File: config.mk
export PLATFORM = sky130hd
export DESIGN_NAME = cache
export DESIGN_NICKNAME = d
export VERILOG_FILES = /design/src/rtl/cache.sv
export SDC_FILE = /design/constraint.sdc
export NUM_CORES = 2
export LEC_CHECK = 0
export ABC_CLOCK_PERIOD_IN_PS = 7400
export CAP_MARGIN = 5
export CORE_MARGIN = 5
export CORE_UTILIZATION = 30
export CTS_CLUSTER_DIAMETER = 150
export DETAILED_ROUTE_END_ITERATION = 10
export GPL_ROUTABILITY_DRIVEN = 1
export PLACE_DENSITY = 0.51
export SLEW_MARGIN = 30
export SYNTH_ARGS = -nofsm -noshare
export SYNTH_HDL_FRONTEND = slang
export SYNTH_SLANG_ARGS = --single-unit
File: constraint.sdc
create_clock -name clk -period 7.4 [get_ports clk]
set_input_delay 2.22 -clock clk [delete_from_list [all_inputs] [get_ports clk]]
set_output_delay 2.22 -clock clk [all_outputs]
set_load 0.05 [all_outputs]
File: src/rtl/cache.sv
// ============================================================================
// cache : direct-mapped write-back cache, 32-byte lines refilled over a 4x64 burst
// rev 1.0
// ============================================================================
`default_nettype none

module cache #(
    parameter int LINE_IX_BITWIDTH    = 1,
    parameter int RAM_DEPTH_BITWIDTH  = 10,
    parameter int RAM_ADDRESSING_MODE = 3
) (
    input  logic                          clk,
    input  logic                          rst_n,
    input  logic                          enable,
    input  logic [31:0]                   address,
    input  logic [31:0]                   data_in,
    input  logic [3:0]                    write_enable,
    output logic [31:0]                   data_out,
    output logic                          data_out_ready,
    output logic                          busy,
    output logic                          br_cmd,
    output logic                          br_cmd_en,
    output logic [RAM_DEPTH_BITWIDTH-1:0] br_addr,
    output logic [63:0]                   br_wr_data,
    output logic [7:0]                    br_data_mask,
    input  logic [63:0]                   br_rd_data,
    input  logic                          br_rd_data_valid
);

    localparam int c_LINES = 1 << LINE_IX_BITWIDTH;
    localparam int c_TAG_W = 27 - LINE_IX_BITWIDTH;
    localparam int c_MIX_W = LINE_IX_BITWIDTH + 3;

    typedef enum logic [1:0] {
        S_IDLE   = 2'd0,
        S_WB     = 2'd1,
        S_RD_CMD = 2'd2,
        S_RD     = 2'd3
    } state_t;

    state_t                       r_state;
    state_t                       w_next;
    logic [1:0]                   r_beat;
    logic [26:0]                  r_req_line;
    logic [c_LINES-1:0]           r_valid;
    logic [c_LINES-1:0]           r_dirty;
    logic [c_TAG_W-1:0]           r_tag [c_LINES];
    logic [31:0]                  r_mem [c_LINES*8];

    logic [26:0]                  w_line_addr;
    logic [LINE_IX_BITWIDTH-1:0]  w_idx;
    logic [c_TAG_W-1:0]           w_tag;
    logic                         w_hit;
    logic [31:0]                  w_victim_byte;
    logic [31:0]                  w_req_byte;
    logic [c_MIX_W-1:0]           w_beat_lo;
    logic [c_MIX_W-1:0]           w_beat_hi;

    // Once a miss is taken the latched request drives the line, so requester
    // changes while busy cannot redirect the burst.
    assign w_line_addr   = (r_state == S_IDLE) ? address[31:5] : r_req_line;
    assign w_idx         = w_line_addr[LINE_IX_BITWIDTH-1:0];
    assign w_tag         = w_line_addr[26:LINE_IX_BITWIDTH];
    assign w_hit         = enable && r_valid[w_idx] && (r_tag[w_idx] == w_tag);
    assign w_victim_byte = {r_tag[w_idx], w_idx, 5'b0};
    assign w_req_byte    = {w_line_addr, 5'b0};
    assign w_beat_lo     = {w_idx, r_beat, 1'b0};
    assign w_beat_hi     = {w_idx, r_beat, 1'b1};

    assign data_out      = r_mem[{w_idx, address[4:2]}];
    assign br_data_mask  = 8'h00;

    always_comb begin
        w_next         = r_state;
        data_out_ready = 1'b0;
        busy           = 1'b0;
        br_cmd         = 1'b0;
        br_cmd_en      = 1'b0;
        br_addr        = '0;
        br_wr_data     = '0;
        if (!rst_n) begin
            case (r_state)
                S_IDLE: begin
                    if (w_hit) begin
                        data_out_ready = 1'b1;
                    end else if (enable) begin
                        w_next = (r_valid[w_idx] && r_dirty[w_idx]) ? S_WB : S_RD_CMD;
                    end
                end
                S_WB: begin
                    busy       = 1'b1;
                    br_cmd     = 1'b1;
                    br_wr_data = {r_mem[w_beat_hi], r_mem[w_beat_lo]};
                    if (r_beat == 2'd0) begin
                        br_cmd_en = 1'b1;
                        br_addr   = RAM_DEPTH_BITWIDTH'(w_victim_byte >> RAM_ADDRESSING_MODE);
                    end
                    if (r_beat == 2'd3) begin
                        w_next = S_RD_CMD;
                    end
                end
                S_RD_CMD: begin
                    busy      = 1'b1;
                    br_cmd_en = 1'b1;
                    br_addr   = RAM_DEPTH_BITWIDTH'(w_req_byte >> RAM_ADDRESSING_MODE);
                    w_next    = S_RD;
                end
                default: begin
                    busy = 1'b1;
                    if (br_rd_data_valid && (r_beat == 2'd3)) begin
                        w_next = S_IDLE;
                    end
                end
            endcase
        end
    end

    always_ff @(posedge clk) begin
        if (rst_n) begin
            r_state    <= S_IDLE;
            r_beat     <= 2'd0;
            r_req_line <= '0;
            r_valid    <= '0;
            r_dirty    <= '0;
        end else begin
            r_state <= w_next;
            case (r_state)
                S_IDLE: begin
                    r_beat <= 2'd0;
                    if (enable && !w_hit) begin
                        r_req_line <= address[31:5];
                    end
                    if (w_hit && (write_enable != 4'b0000)) begin
                        r_dirty[w_idx] <= 1'b1;
                    end
                end
                S_WB: begin
                    r_beat <= r_beat + 2'd1;
                end
                S_RD_CMD: begin
                    r_beat <= 2'd0;
                end
                default: begin
                    if (br_rd_data_valid) begin
                        r_beat <= r_beat + 2'd1;
                        if (r_beat == 2'd3) begin
                            r_valid[w_idx] <= 1'b1;
                            r_dirty[w_idx] <= 1'b0;
                        end
                    end
                end
            endcase
        end
    end

    // Line data and tags carry no reset; the valid bits alone discard them.
    always_ff @(posedge clk) begin
        if (!rst_n) begin
            if ((r_state == S_IDLE) && w_hit) begin
                for (int b = 0; b < 4; b++) begin
                    if (write_enable[b]) begin
                        r_mem[{w_idx, address[4:2]}][8*b +: 8] <= data_in[8*b +: 8];
                    end
                end
            end
            if ((r_state == S_RD) && br_rd_data_valid) begin
                r_mem[w_beat_lo] <= br_rd_data[31:0];
                r_mem[w_beat_hi] <= br_rd_data[63:32];
                if (r_beat == 2'd3) begin
                    r_tag[w_idx] <= w_tag;
                end
            end
        end
    end

endmodule

`default_nettype wire

[After elaboration in Yosys (flattened, before gate mapping)]
Memories as Yosys holds them, arrays and structs flattened.
Cells that the tools add are included.
Word-level totals
  flip-flop bits (word level): 35
  bits in writable memories: 564
  bits of input ports: 136
  output and inout port bits: 118
  word-level logic and storage cells: 110
  memories: 2
Operators by class
  $add $sub $neg: 1
  $lt $le $gt $ge: 2
  equal/unequal tests: 9
  mux-type cells: 60
  bitwise operators: 6
  reduce and logical (&&, ||, !) cells: 25
Memories
  r_mem: depth 16, bits a word 32, read ports 3, clocked after Yosys merged registers in 0, write ports 2, RTL line 48  | logic [31:0] r_mem [c_LINES*8];
  r_tag: depth 2, bits a word 26, read ports 1, clocked after Yosys merged registers in 0, write ports 1, RTL line 47  | logic [c_TAG_W-1:0] r_tag [c_LINES];
Operators with widths (count)
  $mux 64: 2
  $mux 1: 37
  $mux 32: 1
  $reduce_or 32->1: 1
  $mux 27: 1
  $eq 26x26->1: 1
  $mux 10: 2
  $pmux 10 s2: 1
  $mux 2: 9
  $logic_and 1x1->1: 9
  $mux 4: 2
  $pmux 2 s2: 2
  $reduce_and 4->1: 2
  $reduce_bool 4->1: 2
  $eq 2x2->1 const B: 3
  $ne 2x2->1 const B: 3
  $pmux 2 s3: 1
  $logic_not 2->1: 2
  $or 2x2->2: 2
  $reduce_bool 2->1: 2
  $reduce_or 2->1: 2
  $reduce_and 3->1: 1
  $reduce_bool 3->1: 1
  $reduce_or 3->1: 1
  12 further kinds: 13

[Logic depth before layout (Yosys ltp)]
  depth in word-level cells: 11
  depth in mapped cells: 14
  depth with buffers taken out: 9

[Worst setup path after synthesis]
Ideal clock, no wire load.
  path kind: input -> output
  start: input port address[5]
  end: output port data_out_ready
  arrival time: 4722 ps
  data required time: 5180 ps
  setup slack: 458 ps
  stages on the path: 10
  path buffers: 3
  path through: mux2i_1 buf_6 buf_6 buf_4 mux2i_1 xnor2_1 nand4_1 nor3_1 nand2_1 nor3_1
Between the ends
  cells in the longest elaborated chain, start to end: 8
  elaborated cells on any way between the ends: 10
  those cells by class: eq/ne (1); mux (6); reduce/logical (2); memory (1)
RTL lines
  start, declared: RTL line 15  | input logic [31:0] address,
  $mux 27 *: RTL line 61  | assign w_line_addr = (r_state == S_IDLE) ? address[31:5] : r_req_line;
  branches (longest 3 deep; another with $mem_v2 2x26)
  $logic_and 1x1->1 *: RTL line 64  | assign w_hit = enable && r_valid[w_idx] && (r_tag[w_idx] == w_tag);
  $mux 1 *: RTL line 84  | if (w_hit) begin
  $mux 1 *: RTL line 82  | case (r_state)
  $mux 1 *: RTL line 81  | if (!rst_n) begin
  end, declared: RTL line 19  | output logic data_out_ready,
Mark *: on every way between the ends. The select of a mux whose other input is x is not followed.

[Worst setup path after layout]
Ends and elaborated chain as after synthesis.

==> summary.txt <==
Fin. Hold Viols: 0
Buffers on Ports: 241
# hold bufs at CTS: 0
Die Ht: 347 µm
Synth Area in Compound Gates: 0.0298
Die area: 120000 µm²
Drc violations: 0
Min-delay worst type: register to register
Simple-gate share of the synthesized area: 0.181
First-pass GRT wire length: 174 mm
Clk_lat worst skew: 0.64 ns
IO Pins: 254
CP endpoint kind: output pin
Peak Freq: 140 MHz
Average size of a mapped cell: 11.1 µm²
Nets: 3321
RSZ-0062 raised after global routing: no
Drt pass-1 iters: 6
Critical Path AT: 4.90 ns
Layout area overhead: 20.5%
Synth Register Bits: 599
Root Buffer: clkbuf_16
Synth Area in XOR/XNOR: 0.00696
Setup crit start kind: primary input
Worst-margin pin slew: 0.991 ns
Clk_skew: 0.0339 ns
Synth cell types: 42
Vias: 24600
Final min period: 7.12 ns
Worst reg2reg path depth: 11
Core ar.: 112000 µm²
DR vias/cell: 5.20
Layout fillers: 10900
DRT antenna net count: 0
Synth Area in Adders: 0.00258
Commonest non-fill, non-tap cell in the layout: nand2_1
Sequential share of the synthesized area: 0.519
Minimum hold slack: 0.471 ns
Flop2flop setup slack: 2.72 ns
GPL Wtd Cong: 0.807
Max Cap Viol: 0
Mux cell area share after synthesis: 0.218
H-tree depth: 3
Final Util: 0.364
Max VDD drop: 154 µV
Power Dens Cells: 238 nW/µm²
TNS Setup: 0 ns
RR Endpoint: r_mem[0][16]
Leak pwr: 14.9 nW
Drt total wl: 121 mm
# rows: 123
Destination of the worst hold path: r_req_line[6]
Initial core utilization: 0.302
YS warnings: 0
GR Overflow Total: 0
Initial antenna violation count: 14
Vias in the first global route: 24600
Gr usage total: 0.197
CTS max path bufs: 3
Largest net degree at the start of global routing: 90
Largest family of logic cells by synthesized area: multiplexers
Reg2reg start: r_state[1]
Final worst path period share: 0.962
Num CTS Buffers: 73
Max-slew headroom: 0.333
Run status: finished clean
WS Path Type: primary input to output pin
Final setup violation count: 0
WL per Instance: 25.6 µm
Syn Inst Count: 3062
Hold path startpoint: r_req_line[6]
Layout cells sized above 1: 0.210
TritonCTS clock tree: built
Pins Over Slew Limit: 0
Most frequent cells in the layout: nand2_1 (1423), edfxtp_1 (564), mux4_2 (288)
DR iter-0 viols: 2641
Post-Syn Area: 34000 µm²
CP max FO: 10
Clock transition at path regs: 0.06 ns
CTS resizes: 0
Hpwl dp: 77.8 mm
Worst path required time: 5.18 ns
Die width: 347 µm
Hold Crit Depth: 2
Num Clock Sinks: 599
==> registers in the layout, indices dropped and copies added, names as in the netlist, named ones only <==
signal      flops
r_state         2
r_req_line     27
r_tag          52
r_valid         2
r_beat          2
r_mem         512
==> through the flow <==
| step | worst slack [ns] | instance area [µm²] | std cells | total power [mW] |
|---|---|---|---|---|
| global placement | 0.192 | 38500 | 4597 | 6.30 |
| global route | 0.0122 | 40900 | 4734 | 10.1 |
| CTS | 0.156 | 40800 | 4725 | 9.82 |
| detailed placement | 0.184 | 38600 | 4600 | 6.31 |
| finish | 0.282 | 40900 | 4738 | 9.74 |
| floorplan | 0.458 | 34000 | 3071 | 5.58 |
==> power breakdown <==
part	switching [mW]	internal [mW]	total, mW
Combinational	1.40	1.03	2.43
Sequential	0.0326	3.77	3.81
Clock	1.46	2.04	3.50
==> critical path, cell delays in order <==
cell and delay (ns):
clkdlybuf4s50_1 0.47, buf_4 0.18, mux2_8 0.37, mux2i_1 0.26
xor2_1 0.26, nand4_1 0.13, nor4_1 0.30, buf_4 0.20
nand2_1 0.06, nor3_1 0.15, buf_4 0.16, buf_12 0.13
==> synth_stat cells (all sizes together) <==
master  count  area, µm²
or4         2       18.8
xnor2       9       78.8
and2        2       12.5
o22ai       2       12.5
buf        91        467
and3b       1       8.76
a21oi      75        375
a21boi      1       7.51
xor2       18        158
a31oi       1       6.26
nor2       37        139
o41ai       2       17.5
nand2    1427       5360
mux2i      64        641
mux4      288       6490
o21ai       5       25.0
nand3       5       25.0
o221ai      1       8.76
nor3       16       80.1
dfxtp      35        701
clkbuf    222        913
nor4b       1       15.0
or3         1       6.26
and3        2       12.5
nor4        6       37.5
nor2b       1       6.26
a31o       64        561
nand3b      1       7.51
mux2       23        263
inv        18       67.6
edfxtp    564      16900
ha          7       87.6
conb        1       3.75
nand2b     59        369
nand4      10       62.6
==> worst max path at each step <==
stage	from	end	slack [ns]	depth (start not counted)
after floorplan	address[5]	data_out_ready	0.46	10
after global placement	address[5]	data_out_ready	0.19	11
after detailed placement	address[5]	data_out_ready	0.18	11
after CTS	address[5]	data_out_ready	0.16	11
after global routing	address[5]	data_out_ready	0.01	12
final	address[5]	data_out_ready	0.28	12
==> layout make-up <==
class                      instances  area (µm²)  share of cell area
sequential                       599       17600               0.431
multi-input combinational       2141       15100               0.368
clock buffer                      96        2010              0.0490
tap                             1500        1880              0.0459
clock inverter                    29         263             0.00642
timing repair buffer             345        3970              0.0970
antenna                           10        25.0            0.000612
inverter                          18        68.8             0.00168
==> what timing repair did <==
action                                  4_1_cts  5_1_grt
endpoints found under the hold margin         0        0
buffers inserted                              0        2
endpoints found under the setup margin        0        1
==> cell families after synthesis <==
family / after synthesis
and+or+nand+nor: 1571
DFF: 599
muxes: 375
buffers and inverters: 331
AOI/OAI and AO/OA: 151
xor gates and xnor gates: 27
adders and majority gates: 7
other: 1
==> per-layer routing <==
metal,track usage,part of all wire,vias up
li1,-,-,11100
met1,0.261,0.41,12300
met2,0.320,0.48,1097
met3,0.0438,0.085,204
met4,0.0692,0.033,8
met5,0,0.00047,-
Power figures use the tool's default switching activity.
